===== src/rtl/vco_band_cal_pkg.sv =====
// Shared types and helpers for the VCO band-calibration controller.
//   cal_state_t : calibration FSM state encoding
//   tune_mid()  : neutral band code loaded at reset, 2^(w-1)-1
package vco_cal_pkg;

  typedef enum logic [2:0] {
    CAL_IDLE,
    CAL_SETTLE,
    CAL_MEASURE,
    CAL_DECIDE,
    CAL_DONE
  } cal_state_t;

  function automatic int unsigned tune_mid(input int unsigned w);
    return (32'd1 << (w - 32'd1)) - 32'd1;
  endfunction

endpackage


===== src/rtl/vco_band_cal_edge_sync.sv =====
// Two-flop synchronizer plus history flop for the divided VCO clock.
// Produces a single-cycle pulse in the clk domain for each rising edge.
//   clk        : reference clock
//   rst        : asynchronous active-high reset
//   async_in   : divided VCO clock, asynchronous to clk
//   edge_pulse : one-cycle pulse per detected rising edge
module edge_sync (
  input  logic clk,
  input  logic rst,
  input  logic async_in,
  output logic edge_pulse
);

  logic sync1;
  logic sync2;
  logic hist;

  always_ff @(posedge clk or posedge rst) begin
    if (rst) begin
      sync1 <= 1'b0;
      sync2 <= 1'b0;
      hist  <= 1'b0;
    end else begin
      sync1 <= async_in;
      sync2 <= sync1;
      hist  <= sync2;
    end
  end

  assign edge_pulse = sync2 & ~hist;

endmodule


===== src/rtl/vco_band_cal.sv =====
// VCO coarse-band calibration by successive approximation. Each step settles,
// counts divided-VCO edges over a fixed window, and trims one tune bit; a final
// measurement at the chosen code checks it against the target within TOL.
//   clk, rst     : reference clock, asynchronous active-high reset
//   cal_start    : one-cycle start request (ignored while busy)
//   target_cnt   : expected edges per window, latched on accepted start
//   vco_div      : divided VCO clock (asynchronous)
//   tune         : VCO band code
//   cal_busy     : calibration in progress
//   cal_done     : sticky completion flag
//   cal_fail     : sticky verify-out-of-tolerance flag
//   meas_cnt     : edge count of the most recent window
//   vcoin_hold   : hold VcoIn at mid-rail, same as cal_busy
//
// state   | meaning
// IDLE    | waiting for cal_start
// SETTLE  | VCO settling after a tune change
// MEASURE | counting edges over the window
// DECIDE  | SAR bit decision, or verify check after the last bit
// DONE    | one cycle before returning to IDLE; raises cal_done
module vco_band_cal
  import vco_cal_pkg::*;
#(
  parameter int TUNE_W        = 5,
  parameter int CNT_W         = 12,
  parameter int WIN_CYCLES    = 256,
  parameter int SETTLE_CYCLES = 16,
  parameter int TOL           = 2
) (
  input  logic              clk,
  input  logic              rst,
  input  logic              cal_start,
  input  logic [CNT_W-1:0]  target_cnt,
  input  logic              vco_div,
  output logic [TUNE_W-1:0] tune,
  output logic              cal_busy,
  output logic              cal_done,
  output logic              cal_fail,
  output logic [CNT_W-1:0]  meas_cnt,
  output logic              vcoin_hold
);

  localparam int MAX_CYC = (SETTLE_CYCLES > WIN_CYCLES) ? SETTLE_CYCLES : WIN_CYCLES;
  localparam int TMR_W   = (MAX_CYC > 1) ? $clog2(MAX_CYC) : 1;
  localparam int BIT_W   = (TUNE_W > 1) ? $clog2(TUNE_W) : 1;

  localparam logic [TMR_W-1:0]  SETTLE_LOAD = TMR_W'(SETTLE_CYCLES - 1);
  localparam logic [TMR_W-1:0]  WIN_LOAD    = TMR_W'(WIN_CYCLES - 1);
  localparam logic [CNT_W-1:0]  CNT_MAX     = '1;
  localparam logic [TUNE_W-1:0] TUNE_RST    = TUNE_W'(tune_mid(TUNE_W));
  localparam logic [TUNE_W-1:0] TUNE_MSB    = TUNE_W'(1) << (TUNE_W - 1);
  localparam logic [BIT_W-1:0]  BIT_TOP     = BIT_W'(TUNE_W - 1);

  cal_state_t        state, state_nx;
  logic [TMR_W-1:0]  tmr, tmr_nx;
  logic [BIT_W-1:0]  bit_ptr, bit_nx;
  logic              verify, verify_nx;
  logic [TUNE_W-1:0] tune_nx, tune_dec;
  logic [CNT_W-1:0]  target, target_nx;
  logic [CNT_W-1:0]  edge_cnt, edge_cnt_nx, cnt_inc;
  logic [CNT_W-1:0]  meas_nx;
  logic              done_nx, fail_nx;
  logic [CNT_W-1:0]  diff;
  logic              out_of_tol;
  logic              edge_pulse;

  edge_sync u_edge_sync (
    .clk        (clk),
    .rst        (rst),
    .async_in   (vco_div),
    .edge_pulse (edge_pulse)
  );

  // Saturate instead of wrapping so a fast band never reads as a slow one.
  assign cnt_inc = (edge_pulse && (edge_cnt != CNT_MAX)) ? edge_cnt + CNT_W'(1) : edge_cnt;

  assign diff       = (meas_cnt > target) ? meas_cnt - target : target - meas_cnt;
  assign out_of_tol = diff > CNT_W'(TOL);

  always_ff @(posedge clk or posedge rst) begin
    if (rst) begin
      state    <= CAL_IDLE;
      tmr      <= '0;
      bit_ptr  <= '0;
      verify   <= 1'b0;
      tune     <= TUNE_RST;
      target   <= '0;
      edge_cnt <= '0;
      meas_cnt <= '0;
      cal_done <= 1'b0;
      cal_fail <= 1'b0;
    end else begin
      state    <= state_nx;
      tmr      <= tmr_nx;
      bit_ptr  <= bit_nx;
      verify   <= verify_nx;
      tune     <= tune_nx;
      target   <= target_nx;
      edge_cnt <= edge_cnt_nx;
      meas_cnt <= meas_nx;
      cal_done <= done_nx;
      cal_fail <= fail_nx;
    end
  end

  always_comb begin
    state_nx    = state;
    tmr_nx      = tmr;
    bit_nx      = bit_ptr;
    verify_nx   = verify;
    tune_nx     = tune;
    tune_dec    = tune;
    target_nx   = target;
    edge_cnt_nx = edge_cnt;
    meas_nx     = meas_cnt;
    done_nx     = cal_done;
    fail_nx     = cal_fail;

    case (state)
      CAL_IDLE: begin
        if (cal_start) begin
          target_nx = target_cnt;
          bit_nx    = BIT_TOP;
          tune_nx   = TUNE_MSB;
          verify_nx = 1'b0;
          done_nx   = 1'b0;
          fail_nx   = 1'b0;
          tmr_nx    = SETTLE_LOAD;
          state_nx  = CAL_SETTLE;
        end
      end

      CAL_SETTLE: begin
        if (tmr == '0) begin
          tmr_nx      = WIN_LOAD;
          edge_cnt_nx = '0;
          state_nx    = CAL_MEASURE;
        end else begin
          tmr_nx = tmr - TMR_W'(1);
        end
      end

      CAL_MEASURE: begin
        // The last window cycle's edge goes straight into meas_cnt.
        if (tmr == '0) begin
          meas_nx  = cnt_inc;
          state_nx = CAL_DECIDE;
        end else begin
          edge_cnt_nx = cnt_inc;
          tmr_nx      = tmr - TMR_W'(1);
        end
      end

      CAL_DECIDE: begin
        if (verify) begin
          fail_nx  = out_of_tol;
          state_nx = CAL_DONE;
        end else begin
          if (meas_cnt > target) tune_dec[bit_ptr] = 1'b0;
          if (bit_ptr != '0) begin
            tune_dec[bit_ptr - BIT_W'(1)] = 1'b1;
            bit_nx = bit_ptr - BIT_W'(1);
          end else begin
            // All bits decided: re-measure once at the final code.
            verify_nx = 1'b1;
          end
          tune_nx  = tune_dec;
          tmr_nx   = SETTLE_LOAD;
          state_nx = CAL_SETTLE;
        end
      end

      CAL_DONE: begin
        done_nx  = 1'b1;
        state_nx = CAL_IDLE;
      end

      default: state_nx = CAL_IDLE;
    endcase
  end

  assign cal_busy   = (state != CAL_IDLE);
  assign vcoin_hold = cal_busy;

endmodule

===== config.mk =====
export PLATFORM = sky130hd
export DESIGN_NAME = vco_band_cal
export DESIGN_NICKNAME = d
export VERILOG_FILES = /design/src/rtl/vco_band_cal_pkg.sv /design/src/rtl/vco_band_cal_edge_sync.sv /design/src/rtl/vco_band_cal.sv
export SDC_FILE = /design/constraint.sdc
export NUM_CORES = 1
export LEC_CHECK = 0
export CAP_MARGIN = 20
export CORE_UTILIZATION = 26
export CTS_BUF_LIST = sky130_fd_sc_hd__clkbuf_4 sky130_fd_sc_hd__clkbuf_8
export DETAILED_ROUTE_END_ITERATION = 6
export HOLD_SLACK_MARGIN = 0.06
export PLACE_DENSITY_LB_ADDON = 0.3
export SLEW_MARGIN = 20
export SYNTH_ARGS = -nofsm -noshare
export SYNTH_HDL_FRONTEND = slang
export SYNTH_SLANG_ARGS = --single-unit

===== constraint.sdc =====
create_clock -name clk -period 3.8 [get_ports clk]
set_input_delay 0.38 -clock clk [delete_from_list [all_inputs] [get_ports clk]]
set_output_delay 0.38 -clock clk [all_outputs]
set_load 0.01 [all_outputs]

======== Yosys cells after proc, flatten, opt, wreduce, memory -nomap -nowiden ========
Cells that the tools add are included.
word-level totals
  register bits after elaboration ......... 61
  bits in latches ......................... 0
  memory bits (writable) .................. 0
  ROM bits ................................ 0
  input bits .............................. 16
  output and inout port bits .............. 21
  memories kept ........................... 0
operators by class
  add/subtract/negate cells ............... 5
  $mul .................................... 0
  div/mod/pow operators ................... 0
  order comparisons ....................... 6
  equal/unequal tests ..................... 12
  shift operators ......................... 0
  muxes and demuxes ....................... 37
  bitwise logic cells ..................... 5
  reduce and logical (&&, ||, !) cells .... 21
operators by type and width
  operator               number
  $mux 12                4
  $mux 8                 4
  $pmux 8 s4             1
  $mux 5                 6
  $pmux 12 s2            1
  $sub 12x12->12         2
  $mux 3                 7
  $ne 2x2->1 const B     7
  $add 12x1->12 const B  1
  $gt 12x12->1           1
  $gt 12x2->1 const B    1
  $ne 12x12->1 const B   1
  $pmux 3 s4             1
  $reduce_and 3->1       4
  $pmux 5 s2             1
  $logic_not 8->1        1
  $lt 3x4->1 const B     2
  $reduce_and 2->1       4
  $reduce_and 4->1       2
  $sub 8x1->8 const B    1
  $demux 1 s3            2
  $eq 3x2->1 const B     2
  $ge 3x1->1 const B     2
  $mux 1                 6
  other kinds (15)       22

======== Longest topological paths before layout ========
Gate-level depths: netlist of run 1.
  depth in word-level cells ............... 13
  mapped depth ............................ 12

======== By module ========
From an unflattened synthesis of run 1, not the netlist that was laid out.
second synthesis, totals
  cell total of the unflattened synthesis .. 509
  area total of the unflattened synthesis .. 4290.4 µm²
modules (own cells, without submodules)
  module        times used  cells each  area an instance (µm²)  sequential area each (µm²)
  vco_band_cal  1           504         4197.8                  1456.4
  edge_sync     1           5           92.6                    75.1

======== Worst setup path before layout of run 1 ========
No wires, ideal clock.
  path type ............................... reg2reg
  start ................................... reg meas_cnt[0]
  end ..................................... reg cal_fail
  setup time .............................. 0.131 ns
  arrival time ............................ 2.458 ns
  path slack .............................. 1.212 ns
  cell stages (with the launch flop) ...... 12
  path buffers ............................ 0
  period minus slack after synthesis ...... 2.588 ns
  cells stage by stage .................... dfrtp_1 -> inv_1 -> ha_1 -> inv_1 -> fa_1 -> a21o_1 -> a21oi_1 -> xor2_1 -> nand4_1 -> or4_1 -> o31ai_2 -> a31oi_1
between the ends
  word-level cells in the longest chain between the ends .. 5
  elaborated cells between the ends (all ways) .. 7
  classes of those cells .................. add/sub (2); order compare (2); mux (3)
RTL lines
  what                                                   line                 text
  start: declaration                                     vco_band_cal.sv:39   output logic [CNT_W-1:0] meas_cnt,
  start signal: assignment                               vco_band_cal.sv:100  meas_cnt <= meas_nx;
  $sub 12x12->12 / $gt 12x12->1 (equally long branches)  vco_band_cal.sv:77   assign diff = (meas_cnt > target) ? meas_cnt - target : target - meas_cnt;
  $mux 12 (*)                                            vco_band_cal.sv:77
  $gt 12x2->1 (*)                                        vco_band_cal.sv:78   assign out_of_tol = diff > CNT_W'(TOL);
  $mux 1 (*)                                             vco_band_cal.sv:155  if (verify) begin
  $pmux 1 s2 (*)                                         vco_band_cal.sv:119  case (state)
  end signal: assignment                                 vco_band_cal.sv:102  cal_fail <= fail_nx;
  end: declaration                                       vco_band_cal.sv:38   output logic cal_fail,
Every way passes the cells marked *; elsewhere a longest branch is shown, timed or not. The select of a mux whose other input is x is not followed.
A chain may end at the register's enable or synchronous reset.

======== Final worst setup path of run 1 ========
Same ends and word-level chain as after synthesis.

==> results.yml, run 1 <==
route:
  drtIter0Drc: 218
  antenna_left: 0
  routed_wl_mm: 10.5
  vias: 3707
  first_pass_iters: 5
  wl_per_cell_microns: 14.0
  drc_errors: 0
  vias_per_cell: 4.92
cells_and_area:
  layout_commonest_cell: "dfrtp_1"
  drive_above_1_share_pct: 9.68
  layout_common_cells: "dfrtp_1, nand2_1, o21ai_0"
  num_antenna_cells: 0
  final_util_pct: 31.6
  syn_to_final_growth_pct: 17.6
  fin_nets: 578
  fin_cells: 753
synth:
  yosys_warnings: 0
  syn-cell-area_sq_um: 4320
  synth.net_count: 553
  ys_seq_area_share_pct: 35.5
  synth_seq_cells: 61
  synth_ff_type: "dfrtp_1"
  yosysUniqueCellTypes: 73
  syn_inst: 507
  async_reset_ff_share_pct: 100
  synth_edf_count: 0
  syn_avg_cell_area_sq_um: 8.52
power:
  leakagePower_nw: 2.14
  peakVddDrop_v: 0.000164
  powerDensity_nw_per_um2: 565
worst_setup_path:
  cp.required_ps: 4050
  cp-start-kind: "flop"
  cpLargestDelayFamily: "compound AO/OA/AOI/OAI gates"
  crit_top_cell: "inv_1"
  cpPeakStageDelay_ps: 490
  worst_ep_arrival_time_ps: 2990
  ff2ff_path_depth: 11
  cp_slowest_cell: "or4_1"
  path_buf_inv: 2
  cp-end-kind: "flop"
  path_cells: "inv_1 > ha_1 > inv_1 > fa_1 > a21o_1 > a21oi_1 > xor2_1 > nand4_1 > or4_1 > o31ai_2 > a31oi_1"
  path_max_fanout: 3
  critical_path_class: "flop to flop"
  crit_cells: 11
clocking:
  htree_levels: 3
  clk_latency_ps: 360
  hold_buffers: 0
  cts_tree: "built"
  cts_resized: 0
  cts_root_buf: "clkbuf_8"
  cts_made_buffers: 9
  post_cts_buffers: 0
  clock_sinks: 61
  path_clk_slew_ps: 80
  cts_buffer_depth: 2
timing:
  rsz0062_at_grt: "no"
  fin_crit_sh_pct: 72.1
  fin_skew_ps: 16.1
  setup_violations: 0
  worst_pin_slew_ps: 878
  drv_slew: 0
  layout_min_cycle_time_ps: 2740
  setup_tns_ps: 0
  hold_viol: 0
  slew_headroom_pct: 41.4
  max_freq_mhz: 365
worst_hold_path:
  hold_path_class: "flop to flop"
  min_path_cells: 0
global_route:
  grt_max_degree: 39
  antenna_found_initial: 0
  grt_pass1_vias: 3628
  grt_usage_pct: 13.6
  overflow: 0
  grt_pass1_wl_mm: 17.9
outcome:
  status: "finished clean"
floorplan:
  die_w_microns: 131
  placementRows: 46
  dieArea_sq_um: 17100
  start_util_pct: 26.9
  io_pins: 37
  core_area_sq_um: 16100
  fp.dieH_microns: 131
placement:
  portBuffers: 36
  gp_congestion: 0.860
  numPlacedInstances: 737
  dp_hpwl_mm: 8.02
run:
  maxCapViolations: 0
## final timing paths
path,from,endpoint,slack [ps]
setup / recovery,meas_cnt[0],cal_fail,1060
hold / removal,u_edge_sync.sync1,u_edge_sync.sync2,370
setup reg to reg,meas_cnt[0],cal_fail,1060
min in group asynchronous,rst,target[4],530
hold reg to reg,u_edge_sync.sync1,u_edge_sync.sync2,370
max in group asynchronous,rst,tune[3],2380
## state kept, by name, indices dropped and copies added (netlist names)
| name | count |
|---|---|
| cal_fail | 1 |
| tmr | 8 |
| cal_done | 1 |
| verify | 1 |
| tune | 5 |
| edge_cnt | 12 |
| state | 3 |
| target | 12 |
| u_edge_sync.hist | 1 |
| meas_cnt | 12 |
| bit_ptr | 3 |
| u_edge_sync.sync1 | 1 |
| u_edge_sync.sync2 | 1 |
## synthesized netlist by cell type, types with 3 or more instances
| library cell | number | share of area [%] |
|---|---|---|
| dfrtp_1 | 57 | 33 |
| o21ai_0 | 47 | 5.4 |
| ha_1 | 28 | 8.1 |
| nor2_1 | 36 | 3.1 |
| xnor2_1 | 9 | 1.8 |
| a21o_1 | 7 | 1.2 |
| nor4_1 | 3 | 0.43 |
| o21ai_1 | 8 | 0.93 |
| o211ai_1 | 6 | 1.0 |
| nand2_1 | 55 | 4.8 |
| nand3b_1 | 4 | 0.70 |
| o2111ai_1 | 4 | 0.81 |
| nor3_1 | 12 | 1.4 |
| a21oi_2 | 4 | 0.81 |
| and3_1 | 4 | 0.58 |
| o22a_1 | 4 | 0.81 |
| and2_1 | 3 | 0.43 |
| clkbuf_1 | 13 | 1.1 |
| xor2_1 | 9 | 1.8 |
| dfstp_2 | 4 | 2.4 |
| or3_1 | 12 | 1.7 |
| nand4_1 | 5 | 0.72 |
| nor2b_1 | 7 | 1.0 |
| a21oi_1 | 30 | 3.5 |
| buf_2 | 6 | 0.70 |
| buf_4 | 4 | 0.70 |
| o21bai_1 | 3 | 0.52 |
| mux2_2 | 3 | 0.78 |
| o21a_1 | 4 | 0.70 |
| mux2i_1 | 4 | 0.93 |
| nand3_1 | 19 | 2.2 |
| a31oi_1 | 7 | 1.0 |
| inv_1 | 38 | 3.3 |
## metal layers
metal	global-route usage, %	routed length (microns)	up-vias	share of wire, %
met5	0	0	-	0
met4	5.41	204	0	1.9
met3	3.09	492	14	4.7
met2	22.2	5060	78	48
met1	17.4	4780	1785	45
li1	-	-	1830	-
## power by group
| group | internal (mW) | switching [mW] | total [mW] |
|---|---|---|---|
| combinational | 0.514 | 0.687 | 1.20 |
| sequential | 0.816 | 0.140 | 0.956 |
| clock | 0.433 | 0.279 | 0.712 |
| total | 1.76 | 1.11 | 2.87 |
## cell families (layout without fill, tap and decap cells)
kind of cell	Yosys count	after routing	share of synthesized area (%)
adder cells (fa/ha/maj)	30	30	9.04
flip-flops	61	61	35.5
multiplexers	8	8	1.97
AND/OR/NAND/NOR	182	182	21.8
buffers and inverters	64	94	6.43
XOR/XNOR	19	19	4.03
AO/OA/AOI/OAI	143	143	21.2
## per-stage QoR
stage	power (mW)	area (sq um)	hold slack (ps)	setup WS, ps
after global placement	2.16	4840	354	1120
after CTS	2.90	5080	378	1050
after global routing	3.12	5080	386	824
after detailed placement	2.17	4840	362	1070
after floorplan	1.88	4320	331	1210
final	2.87	5080	374	1060
## worst register-to-register path, delay by kind of cell, from the launching register on
family                   cells  cell delay (ps)
AO/OA/AOI/OAI                4              740
AND/OR/NAND/NOR              2              580
adder cells (fa/ha/maj)      2              570
flip-flops                   1              410
XOR/XNOR                     1              190
buffers and inverters        2              130
## layout make-up
class / count / area, sq um
Timing Repair Buffer: 39 / 383
Clock inverter: 7 / 114
Clock buffer: 9 / 124
Tap cell: 216 / 270
Multi-Input combinational cell: 382 / 2510
Sequential cell: 61 / 1530
Inverter: 39 / 146
Fill cell: 1655 / 11000
(Power assumes the default switching activity.)
==> inputs of run 2 (changes only) <==
clock period = 2.2 ns   (was 3.8 ns; I/O delays follow)
==> run 2 against run 1 <==
  * The flow now finishes with violations (negative setup slack)
  * Non-clock buffer count increased by 85
  * Global-route usage increased by 0.96 points
  * Die area unchanged
==> results.yml, run 2 (synthesized netlist as in run 1, its figures left out) <==
outcome:
  status: "finished with violations"
  violations: "negative setup slack"
worst_setup_path:
  cp_slowest_cell: "or4_4"
  path_max_fanout: 3
  path_cells: "inv_2 > ha_4 > inv_2 > fa_2 > a21o_1 > nand2b_4 > a21oi_4 > a2bb2oi_1 > nand2_1 > or4_4 > o31ai_2 > a31oi_1"
  cp-end-kind: "flop"
  cp-start-kind: "flop"
  worst_ep_arrival_time_ps: 2720
  cpPeakStageDelay_ps: 480
  critical_path_class: "flop to flop"
  crit_top_cell: "inv_2"
  cp.required_ps: 2420
floorplan:
  core_area_sq_um: 16100
  dieArea_sq_um: 17100
  die_w_microns: 131
  start_util_pct: 26.9
  fp.dieH_microns: 131
  placementRows: 46
  io_pins: 37
route:
  drtIter0Drc: 142
  first_pass_iters: 4
  vias: 3917
  drc_errors: 0
  wl_per_cell_microns: 13.4
  antenna_left: 0
  vias_per_cell: 4.67
  routed_wl_mm: 11.3
timing:
  finalWorstSetupSlack_ps: -297
  fin_crit_sh_pct: 113
  rsz0062_at_grt: "yes"
  drv_slew: 0
  layout_min_cycle_time_ps: 2500
  slew_headroom_pct: 72.6
  hold_viol: 0
  setup_violations: 6
  fin_skew_ps: 18.7
  max_freq_mhz: 400
  worst_pin_slew_ps: 410
global_route:
  top_usage_layer: "met2"
  grt_use_met3_pct: 2.52
  met1_usage_pct: 18.6
  grt_pass1_vias: 4059
  overflow: 0
  grt_usage_pct: 14.6
  met2_usage_pct: 24.3
  grt_pass1_wl_mm: 19.4
  grt_max_degree: 62
  antenna_found_initial: 0
cells_and_area:
  num_antenna_cells: 0
  syn_to_final_growth_pct: 35.5
  seqCellArea_sq_um: 1530
  layout_common_cells: "buf_4, dfrtp_1, nand2_1"
  top_regs: "edge_cnt x12, meas_cnt x12, target x12"
  fin_nets: 663
  layout_commonest_cell: "buf_4"
  final_area_sq_um: 5850
  multi_input_area_sq_um: 2630
  drive_above_1_share_pct: 25.4
  fill_cells: 1615
placement:
  dp_hpwl_mm: 8.73
  portBuffers: 36
  gp_congestion: 0.841
  placement.cell_area_sq_um: 5510
power:
  peakVddDrop_v: 0.000327
  powerDensity_nw_per_um2: 929
  leakagePower_nw: 2.59
  total_power_mw: 5.43
run:
  maxCapViolations: 0
clocking:
  cts_buffer_depth: 2
  htree_levels: 3
  clock_sinks: 61
  clk_latency_ps: 350
  cts_root_buf: "clkbuf_8"
  cts_made_buffers: 9
  hold_buffers: 0
  path_clk_slew_ps: 80
  cts_tree: "built"
worst_hold_path:
  hold_path_class: "input pin to asynchronous set/reset pin"
[run 2: cell types whose count changed in the layout (fill, tap and decap cells not counted), sizes merged]
cell	previous run	this run
bufinv	3	2
clkinv	4	3
clkbuf	9	10
buf	3	88
clkinvlp	0	1
[run 2: power by group]
part	switching, mW	total (mW)	internal [mW]
Combinational	1.34	2.60	1.26
Clock	0.483	1.15	0.667
Sequential	0.276	1.68	1.41
[run 2: timing repair]
action | 4_1_cts | 5_1_grt
gates cloned | 0 | 0
buffers inserted | 2 | 1
endpoints found under the setup margin | 6 | 15
pin swaps | 5 | 5
resized for setup | 18 | 6
[run 2: metal layers]
metal  up-vias  routed length [microns]
met5         -                        0
met4         0                      204
met3        15                      246
met2        50                     5400
met1      1858                     5410
li1       1994                        -
[run 2: final cells by class]
| cell class | count | share of cell area [%] |
|---|---|---|
| Inverter | 39 | 2.50 |
| Clock buffer | 10 | 2.35 |
| Sequential cell | 61 | 26.2 |
| Clock inverter | 6 | 1.48 |
| Tap cell | 216 | 4.62 |
| Timing Repair Buffer | 124 | 17.9 |
| Multi-Input combinational cell | 382 | 45.0 |
[run 2: final timing paths]
check / end / slack, ps / depth (start not counted) / startpoint
setup / recovery: cal_fail / -300 / 12 / meas_cnt[0]
hold / removal: state[2] / 250 / 3 / rst
setup reg to reg: cal_fail / -300 / 12 / meas_cnt[0]
hold reg to reg: u_edge_sync.sync2 / 360 / 0 / u_edge_sync.sync1
max in group asynchronous: tune[2] / 1650 / 3 / rst
min in group clk: u_edge_sync.sync1 / 310 / 1 / vco_div
[run 2: critical path, delay by kind of cell (launching register included)]
kind                       cells  cell delay [ps]
AOI/OAI and AO/OA              5              680
adders and majority gates      2              480
buffers and inverters          2              120
DFF                            1              410
and+or+nand+nor                3              660
[run 2: stage by stage]
stage,setup WS (ps),cells,util (%),hold WS (ps),TNS (ps)
3_3_place_gp,-307,819,34.3,340,-1240
4_1_cts,-316,837,36.2,246,-861
6_report,-297,838,36.4,254,-750
2_1_floorplan,-259,507,-,251,-337
3_5_place_dp,-409,819,34.3,348,-1760
5_1_grt,-426,838,36.4,265,-1620
==> inputs of run 3 (changes only) <==
TNS_END_PERCENT = 50   (was not set)
clock period = 3 ns   (was 2.2 ns; I/O delays follow)
==> run 3 against run 2 <==
  * Wire length fell by 5.9%
  * Via count fell by 6.8%
  * The flow now finishes without violations
  * Worst hold slack improved by 14 ps
  * Global-route usage fell by 1.2 points
  * Largest power group unchanged
  * Sequential share of layout area rose by 3.8 points
==> results.yml, run 3 (synthesized netlist as in run 1, its figures left out) <==
outcome:
  status: "finished clean"
route:
  wl_per_cell_microns: 14.0
  routed_wl_mm: 10.6
  vias: 3652
  vias_per_cell: 4.83
  antenna_left: 0
  first_pass_iters: 4
  drc_errors: 0
  drtIter0Drc: 159
placement:
  numPlacedInstances: 740
  portBuffers: 36
  dp_hpwl_mm: 8.04
  gp_congestion: 0.837
timing:
  fin_skew_ps: 19.3
  slew_headroom_pct: 58.2
  setup_tns_ps: 0
  rsz0062_at_grt: "no"
  setup_violations: 0
  drv_slew: 0
  whs_ps: 269
  max_freq_mhz: 367
  layout_min_cycle_time_ps: 2730
  worst_pin_slew_ps: 625
  hold_viol: 0
  fin_crit_sh_pct: 90.9
global_route:
  overflow: 0
  grt_usage_pct: 13.4
  grt_max_degree: 29
  grt_pass1_vias: 3567
  antenna_found_initial: 0
  grt_pass1_wl_mm: 17.6
cells_and_area:
  fin_cells: 756
  top_regs: "edge_cnt x12, meas_cnt x12, target x12"
  fin_nets: 581
  syn_to_final_growth_pct: 18.3
  drive_above_1_share_pct: 10.2
  num_antenna_cells: 0
  layout_common_cells: "dfrtp_1, nand2_1, o21ai_0"
  layout_commonest_cell: "dfrtp_1"
  final_util_pct: 31.8
clocking:
  clk_latency_ps: 360
  post_cts_buffers: 0
  cts_resized: 0
  cts_tree: "built"
  cts_made_buffers: 9
  cts_root_buf: "clkbuf_8"
  clock_sinks: 61
  htree_levels: 3
  hold_buffers: 0
  path_clk_slew_ps: 80
  cts_buffer_depth: 2
floorplan:
  start_util_pct: 26.9
  dieArea_sq_um: 17100
  io_pins: 37
  fp.dieH_microns: 131
  placementRows: 46
  core_area_sq_um: 16100
  die_w_microns: 131
worst_setup_path:
  critical_path_class: "flop to flop"
  path_max_fanout: 14
  worst_ep_arrival_time_ps: 2970
  cp.required_ps: 3240
  cp-end-kind: "flop"
  r2r_end: "cal_fail"
  ff2ff_path_depth: 10
  r2r_start: "meas_cnt[9]"
  r2r_slack_ps: 270
  cp-start-kind: "flop"
power:
  swShare_pct: 38.2
  p_int_mw: 2.28
  pwr-share-clk_pct: 25.5
  powerDensity_nw_per_um2: 722
  peakVddDrop_v: 0.000264
  total_power_mw: 3.69
  power.switching_mw: 1.41
  pwr-share-comb_pct: 41.5
  sequentialPowerShare_pct: 32.9
  leakagePower_nw: 2.16
run:
  maxCapViolations: 0
worst_hold_path:
  hold_path_class: "input pin to asynchronous set/reset pin"
[run 3: cell types whose count changed in the layout (fill, tap and decap cells not counted), sizes merged]
cell      delta
clkinvlp     -1
clkinv       -2
bufinv       +1
buf         -82
clkbuf       +2
[run 3: layout make-up]
cell class                 count  area [sq um]
timing repair buffer          42           405
clock buffer                  12           153
tap                          216           270
sequential                    61          1530
multi-input combinational    382          2510
clock inverter                 4          95.1
fill                        1664         10900
inverter                      39           146
[run 3: power groups by stage]
stage          clock (mW)  combinational, mW  sequential, mW
2_1_floorplan           0               1.20            1.18
3_3_place_gp            0               1.51            1.22
3_5_place_dp            0               1.54            1.23
4_1_cts             0.965               1.54            1.22
5_1_grt             0.998               1.73            1.25
6_report            0.942               1.53            1.22
[run 3: worst max path at each step]
| stage | from | endpoint | slack, ps | depth (start not counted) |
|---|---|---|---|---|
| 2_1_floorplan | meas_cnt[0] | cal_fail | 410 | 11 |
| 3_3_place_gp | meas_cnt[0] | cal_fail | 330 | 11 |
| 3_5_place_dp | meas_cnt[9] | cal_fail | 270 | 10 |
| 4_1_cts | meas_cnt[9] | cal_fail | 270 | 10 |
| 5_1_grt | meas_cnt[9] | cal_fail | 30 | 10 |
| 6_report | meas_cnt[9] | cal_fail | 270 | 10 |
[run 3: through the flow]
stage / instance area, sq um / setup WS (ps)
finish: 5110 / 274
global route: 5110 / 32.7
CTS: 5110 / 267
detailed placement: 4860 / 273
global placement: 4860 / 335
floorplan: 4320 / 412
[run 3: critical path, cell delays in order (launching register included)]
cell      delay (ps)
dfrtp_1          390
inv_1             60
ha_1             540
a21oi_1          130
o21ai_1          120
a21oi_1          120
nor3b_1          190
nand2b_4         180
or4_1            540
o31ai_2          220
a31oi_1          110
[run 3: metal layers]
layer	up-vias	GRT usage [%]	share of wire [%]
met4	0	5.48	1.6
met3	13	2.97	3.1
met1	1761	17.1	47
met2	50	21.9	48
met5	-	0	0
li1	1828	-	-
